[src/rtl/dist_pkg.sv]
// dist_pkg: shared definitions for the 1-to-3 beat distributor.
//   NUM_CH      number of output channels
//   SEL_*       in_sel encodings (11 is a legal alias for channel 2)
//   occ_e       occupancy state of a 2-entry channel FIFO
//   sel_to_ch() maps an in_sel code to a channel index
package dist_pkg;

   localparam int unsigned NUM_CH = 3;

   localparam logic [1:0] SEL_CH0  = 2'b00;
   localparam logic [1:0] SEL_CH1  = 2'b01;
   localparam logic [1:0] SEL_CH2  = 2'b10;
   localparam logic [1:0] SEL_CH2A = 2'b11;

   typedef enum logic [1:0] {
      StEmpty,
      StOne,
      StTwo
   } occ_e;

   function automatic logic [1:0] sel_to_ch(input logic [1:0] sel);
      logic [1:0] ch;
      case (sel)
         SEL_CH0:  ch = 2'd0;
         SEL_CH1:  ch = 2'd1;
         SEL_CH2:  ch = 2'd2;
         SEL_CH2A: ch = 2'd2;
         default:  ch = 2'd2;
      endcase
      return ch;
   endfunction

endpackage

[src/rtl/demux_slot2.sv]
// demux_slot2: 2-entry FIFO for one distributor channel.
//   clk, reset_l  clock and asynchronous active-low reset
//   push          write push_data (ignored when full and not popping)
//   push_data     beat to store
//   pop           consumer ready; advances the FIFO only when valid
//   valid         FIFO holds at least one beat
//   full          FIFO holds two beats
//   head_data     oldest beat; holds its last value when empty
module demux_slot2
   import dist_pkg::*;
#(
   parameter int unsigned DWIDTH = 2
) (
   input  logic              clk,
   input  logic              reset_l,
   input  logic              push,
   input  logic [DWIDTH-1:0] push_data,
   input  logic              pop,
   output logic              valid,
   output logic              full,
   output logic [DWIDTH-1:0] head_data
);

   occ_e              occ_q, occ_d;
   logic [DWIDTH-1:0] head_q, head_d;
   logic [DWIDTH-1:0] tail_q, tail_d;
   logic              do_pop;
   logic              do_push;

   assign valid     = (occ_q != StEmpty);
   assign full      = (occ_q == StTwo);
   assign head_data = head_q;

   always_comb begin
      occ_d   = occ_q;
      head_d  = head_q;
      tail_d  = tail_q;
      do_pop  = pop & valid;
      do_push = push & (~full | do_pop);
      unique case (occ_q)
         StEmpty: begin
            if (do_push) begin
               head_d = push_data;
               occ_d  = StOne;
            end
         end
         StOne: begin
            if (do_push && do_pop) begin
               head_d = push_data;
            end else if (do_push) begin
               tail_d = push_data;
               occ_d  = StTwo;
            end else if (do_pop) begin
               // head_q keeps the stale beat; it is don't-care once empty
               occ_d = StEmpty;
            end
         end
         StTwo: begin
            if (do_pop) begin
               head_d = tail_q;
               if (do_push) begin
                  tail_d = push_data;
               end else begin
                  occ_d = StOne;
               end
            end
         end
         default: occ_d = StEmpty;
      endcase
   end

   always_ff @(posedge clk or negedge reset_l) begin
      if (!reset_l) begin
         occ_q  <= StEmpty;
         head_q <= '0;
         tail_q <= '0;
      end else begin
         occ_q  <= occ_d;
         head_q <= head_d;
         tail_q <= tail_d;
      end
   end

endmodule

[src/rtl/demux1to3_dist.sv]
// demux1to3_dist: registered 1-to-3 distributor with a 2-entry FIFO and an
// accepted-beat counter per channel.
//   clk, reset_l             clock and asynchronous active-low reset
//   in_valid/in_ready        input handshake
//   in_sel                   destination (00 ch0, 01 ch1, 10/11 ch2)
//   in_data                  input payload
//   out_valid/out_ready      per-channel output handshake (bit i = channel i)
//   out_data0..2             per-channel head data
//   cnt_clr                  synchronous clear of all counters (beats a push)
//   cnt0..2                  beats accepted per channel, wrapping
module demux1to3_dist
   import dist_pkg::*;
#(
   parameter int unsigned DWIDTH = 2,
   parameter int unsigned CNTW   = 16
) (
   input  logic              clk,
   input  logic              reset_l,
   input  logic              in_valid,
   output logic              in_ready,
   input  logic [1:0]        in_sel,
   input  logic [DWIDTH-1:0] in_data,
   output logic [2:0]        out_valid,
   input  logic [2:0]        out_ready,
   output logic [DWIDTH-1:0] out_data0,
   output logic [DWIDTH-1:0] out_data1,
   output logic [DWIDTH-1:0] out_data2,
   input  logic              cnt_clr,
   output logic [CNTW-1:0]   cnt0,
   output logic [CNTW-1:0]   cnt1,
   output logic [CNTW-1:0]   cnt2
);

   logic [1:0]        dst;
   logic [2:0]        full;
   logic [2:0]        valid;
   logic [2:0]        push;
   logic              accept;
   logic [DWIDTH-1:0] head [NUM_CH];
   logic [CNTW-1:0]   cnt_q [NUM_CH];

   assign dst = sel_to_ch(in_sel);

   // Ready looks only at the addressed channel, so a stalled channel never
   // blocks traffic for the others. Gated by reset_l so nothing is accepted
   // while the FIFOs are held empty.
   assign in_ready = reset_l & (~full[dst] | (out_ready[dst] & valid[dst]));
   assign accept   = in_valid & in_ready;

   for (genvar g = 0; g < NUM_CH; g++) begin : g_ch
      assign push[g] = accept & (dst == 2'(g));

      demux_slot2 #(
         .DWIDTH (DWIDTH)
      ) u_slot (
         .clk       (clk),
         .reset_l   (reset_l),
         .push      (push[g]),
         .push_data (in_data),
         .pop       (out_ready[g]),
         .valid     (valid[g]),
         .full      (full[g]),
         .head_data (head[g])
      );

      always_ff @(posedge clk or negedge reset_l) begin
         if (!reset_l) begin
            cnt_q[g] <= '0;
         end else if (cnt_clr) begin
            cnt_q[g] <= '0;
         end else if (push[g]) begin
            cnt_q[g] <= cnt_q[g] + 1'b1;
         end
      end
   end

   assign out_valid = valid;
   assign out_data0 = head[0];
   assign out_data1 = head[1];
   assign out_data2 = head[2];
   assign cnt0      = cnt_q[0];
   assign cnt1      = cnt_q[1];
   assign cnt2      = cnt_q[2];

endmodule

[config.mk]
export PLATFORM = sky130hd
export DESIGN_NAME = demux1to3_dist
export DESIGN_NICKNAME = d
export VERILOG_FILES = /design/src/rtl/dist_pkg.sv /design/src/rtl/demux_slot2.sv /design/src/rtl/demux1to3_dist.sv
export SDC_FILE = /design/constraint.sdc
export NUM_CORES = 1
export LEC_CHECK = 0
export ABC_AREA = 1
export BUFFER_PORTS_ARGS = -buffer_cell sky130_fd_sc_hd__buf_2
export CAP_MARGIN = 30
export CORE_ASPECT_RATIO = 0.9
export CORE_UTILIZATION = 30
export DETAILED_ROUTE_END_ITERATION = 8
export HOLD_SLACK_MARGIN = 0.1
export PLACE_DENSITY = 0.56
export SLEW_MARGIN = 20
export SYNTH_ARGS = -nofsm -noshare
export SYNTH_HDL_FRONTEND = slang
export SYNTH_SLANG_ARGS = --single-unit
[constraint.sdc]
create_clock -name clk -period 4.2 [get_ports clk]
set_input_delay 0.42 -clock clk [delete_from_list [all_inputs] [get_ports clk]]
set_output_delay 0.42 -clock clk [all_outputs]
set_load 0.05 [all_outputs]
==> impl_metrics.csv <==
group,metric,value,unit
place,placement.io_buffers,68,
pwr,max-vdd-ir-drop,0.1873,mV
detailed_routing,wl_per_cell,13.48,microns
floorplanning,start_util,0.3113,
timing,finalCritPeriodShare,0.5492,
grt,grt_pass1_wl,16290,microns
yosys,ys_seq_area_frac,0.4359,
timing,slew_viol_final,0,
layout,fin_nets,589,
pwr,power_density,377.9,nW/um^2
worst_setup_path,cp_max_fo,11,
status,outcome,"finished, final reports clean",
grt,track_usage,0.1570,
timing,hold_ws,0.4429,ns
layout,antenna_cells,0,
clock_tree,clk_pin_slew,0.05,ns
floorplanning,die_w,120.5,microns
timing,fin_crit,2.307,ns
place,gp_congestion,0.8378,
yosys,yosys-top-cells-area,"dfrtp_1 (44%), nand2_1 (14%), inv_1 (5.5%)",
floorplanning,io-pin-count,69,
yosys,avgSynthCellArea,7.473,sq um
worst_setup_path,cp-end-kind,"primary output",
floorplanning,core_area,12170,sq um
yosys,syn_area,3789,sq um
yosys,async_flop_share,1.000,
timing,fmax,433.5,MHz
timing,slew_headroom,0.4903,
clock_tree,postCtsSetupBuffers,0,
pwr,clockPowerShare,0.442,
detailed_routing,first_iter_violations,199,
timing,finalSetupViolCount,0,
grt,grt_pass1_vias,3442,
floorplanning,fp-row-count,38,
layout,area_delta_synth_final,20.24,%
worst_setup_path,path_cells,"dlygate4sd3_1 > buf_2 > a21boi_0 > buf_2",
detailed_routing,ant_nets,0,
yosys,synth_nets,521,
worst_setup_path,path_delay_family,"buffers and inverters",
grt,overflow,0,
detailed_routing,first_pass_iters,5,
detailed_routing,vias_per_cell,4.947,
pwr,p_sw_frac,0.2899,
pwr,combPwrFrac,0.144,
detailed_routing,drc,0,
worst_setup_path,criticalPathCategory,"in2out",
worst_setup_path,crit_slowest_cell,"dlygate4sd3_1",
pwr,seqPwrFrac,0.414,
timing,skew,0.003215,ns
yosys,syn_inst,507,
worst_setup_path,slowest_delay,0.54,ns
floorplanning,die_area,13080,sq um
worst_setup_path,cp_data_arrival_time,1.89,ns
layout,final_common_cell,"nand2_1",
worst_setup_path,critPathRequiredTime,3.78,ns
worst_setup_path,path_buf_inv,3,
yosys,synthFlopType,"dfrtp_1",
yosys,netlist.area_leader.share,0.4359,
clock_tree,cts_buffers,9,
worst_setup_path,critPathMostFrequentCell,"buf_2",
detailed_routing,routed_wl,9976,microns
layout,layout-drive-gt1-share,0.1655,
timing,hold_viol,0,
detailed_routing,vias,3661,
timing,fin_tns_setup,0,ns
yosys,ys_seq_elements,66,
layout,final_cell_mix,"nand2_1 (137), buf_2 (68), dfrtp_1 (66)",
pwr,leakage,2.209,nW
clock_tree,cts_tree,"done",
timing,rsz0062_at_grt,"no",
clock_tree,clkLatencyLatePin,0.33,ns
clock_tree,clock_path_buffers,2,
yosys,ys_types,31,
yosys,synth_top_area_cell,"dfrtp_1",
pwr,internal-power,0.001223,W
timing,tightest_slew,0.7645,ns
place,dp_hpwl,7270,microns
yosys,synth-edff-count,0,
pwr,switchingPower,0.0004991,W
grt,grt_antenna_before_repair,0,
worst_hold_path,hold_path.class,"in2reg",
worst_setup_path,startpoint_type,"input port",
floorplanning,dieHeight,108.6,microns
grt,grt_max_degree,61,
clock_tree,root_buffer,"clkbuf_16",
job,cap_violations,0,
clock_tree,htreeDepth,3,
clock_tree,cts_sinks,66,
yosys,yosys_warnings,0,
state kept, by name (all words and copies together) (netlist names):
signal and count:
cnt2 16, g_ch.u_slot.head_data 6, cnt0 16, g_ch.u_slot.tail_q 6
cnt1 16, g_ch.u_slot.occ_q 6
per-layer routing:
metal | up-vias | share of wire | track usage
li1 | 1807 | - | -
met1 | 1745 | 0.48 | 0.2082
met2 | 99 | 0.45 | 0.2467
met3 | 10 | 0.057 | 0.04916
met4 | 0 | 0.010 | 0.04409
met5 | - | 0 | 0
synth_stat cells, drive strengths merged (2+ instances only):
cell type	n
a21oi	12
a22oi	2
buf	12
clkbuf	2
dfrtp	66
ha	3
inv	59
nand2	140
nand3	42
nand4	20
nor2	52
nor3	14
nor4	7
o21ai	39
o31ai	14
xor2	18
timing repair:
item	CTS	global route
hold buffers	1	0
hold endpoints to repair	6	0
resized for setup	0	0
cell families (layout without fill, tap and decap cells):
| family | after synthesis | after routing | share of synthesized area |
|---|---|---|---|
| flops | 66 | 66 | 0.4359 |
| xor+xnor | 19 | 19 | 0.04392 |
| compound gates | 70 | 70 | 0.1067 |
| fa+ha+maj | 3 | 3 | 0.009909 |
| simple gates | 275 | 275 | 0.3184 |
| buf+inv | 74 | 147 | 0.08520 |
power by group through the flow:
stage,clock (W),combinational (W),sequential (W)
after CTS,0.000781,0.000250,0.000713
after global routing,0.000800,0.000272,0.000718
after detailed placement,0,0.000250,0.000723
after floorplan,0,0.000102,0.000796
after global placement,0,0.000246,0.000723
final,0.000762,0.000248,0.000712
final timing paths:
kind | start | slack, ns | endpoint | cells past startpoint
min | out_ready[1] | 0.44 | g_ch[1].u_slot.occ_q[1] | 4
min reg2reg | g_ch[0].u_slot.head_data[0] | 0.47 | g_ch[0].u_slot.head_data[0] | 2
max | reset_l | 1.89 | in_ready | 4
max in group asynchronous | reset_l | 2.61 | cnt2[0] | 3
max reg2reg | g_ch[1].u_slot.occ_q[1] | 2.09 | g_ch[1].u_slot.head_data[1] | 11
min in group asynchronous | reset_l | 0.54 | g_ch[2].u_slot.occ_q[1] | 2
worst min-delay path, cell delays in order:
cell	delay (ns)
buf_2	0.12
inv_1	0.06
nand2_1	0.06
a22oi_1	0.06
per-stage QoR:
step | area, sq um | setup slack [ns] | utilization | std cells | total power (W)
floorplan | 3789 | 1.889 | - | 507 | 0.0008980
global placement | 4247 | 2.005 | 0.3489 | 723 | 0.0009691
detailed placement | 4247 | 1.887 | 0.3489 | 723 | 0.0009725
CTS | 4556 | 1.884 | 0.3743 | 740 | 0.001744
global route | 4556 | 1.792 | 0.3743 | 740 | 0.001790
finish | 4556 | 1.893 | 0.3743 | 740 | 0.001722
final cells by class:
type / instances / area (sq um)
Clock buffer: 14 / 264.0
Clock inverter: 2 / 35.03
Fill cell: 1279 / 7616
Inverter: 60 / 225.2
Multi-Input combinational cell: 367 / 1814
Sequential cell: 66 / 1652
Tap cell: 160 / 200.2
Timing Repair Buffer: 71 / 365.4
(Power assumes the default switching activity.)
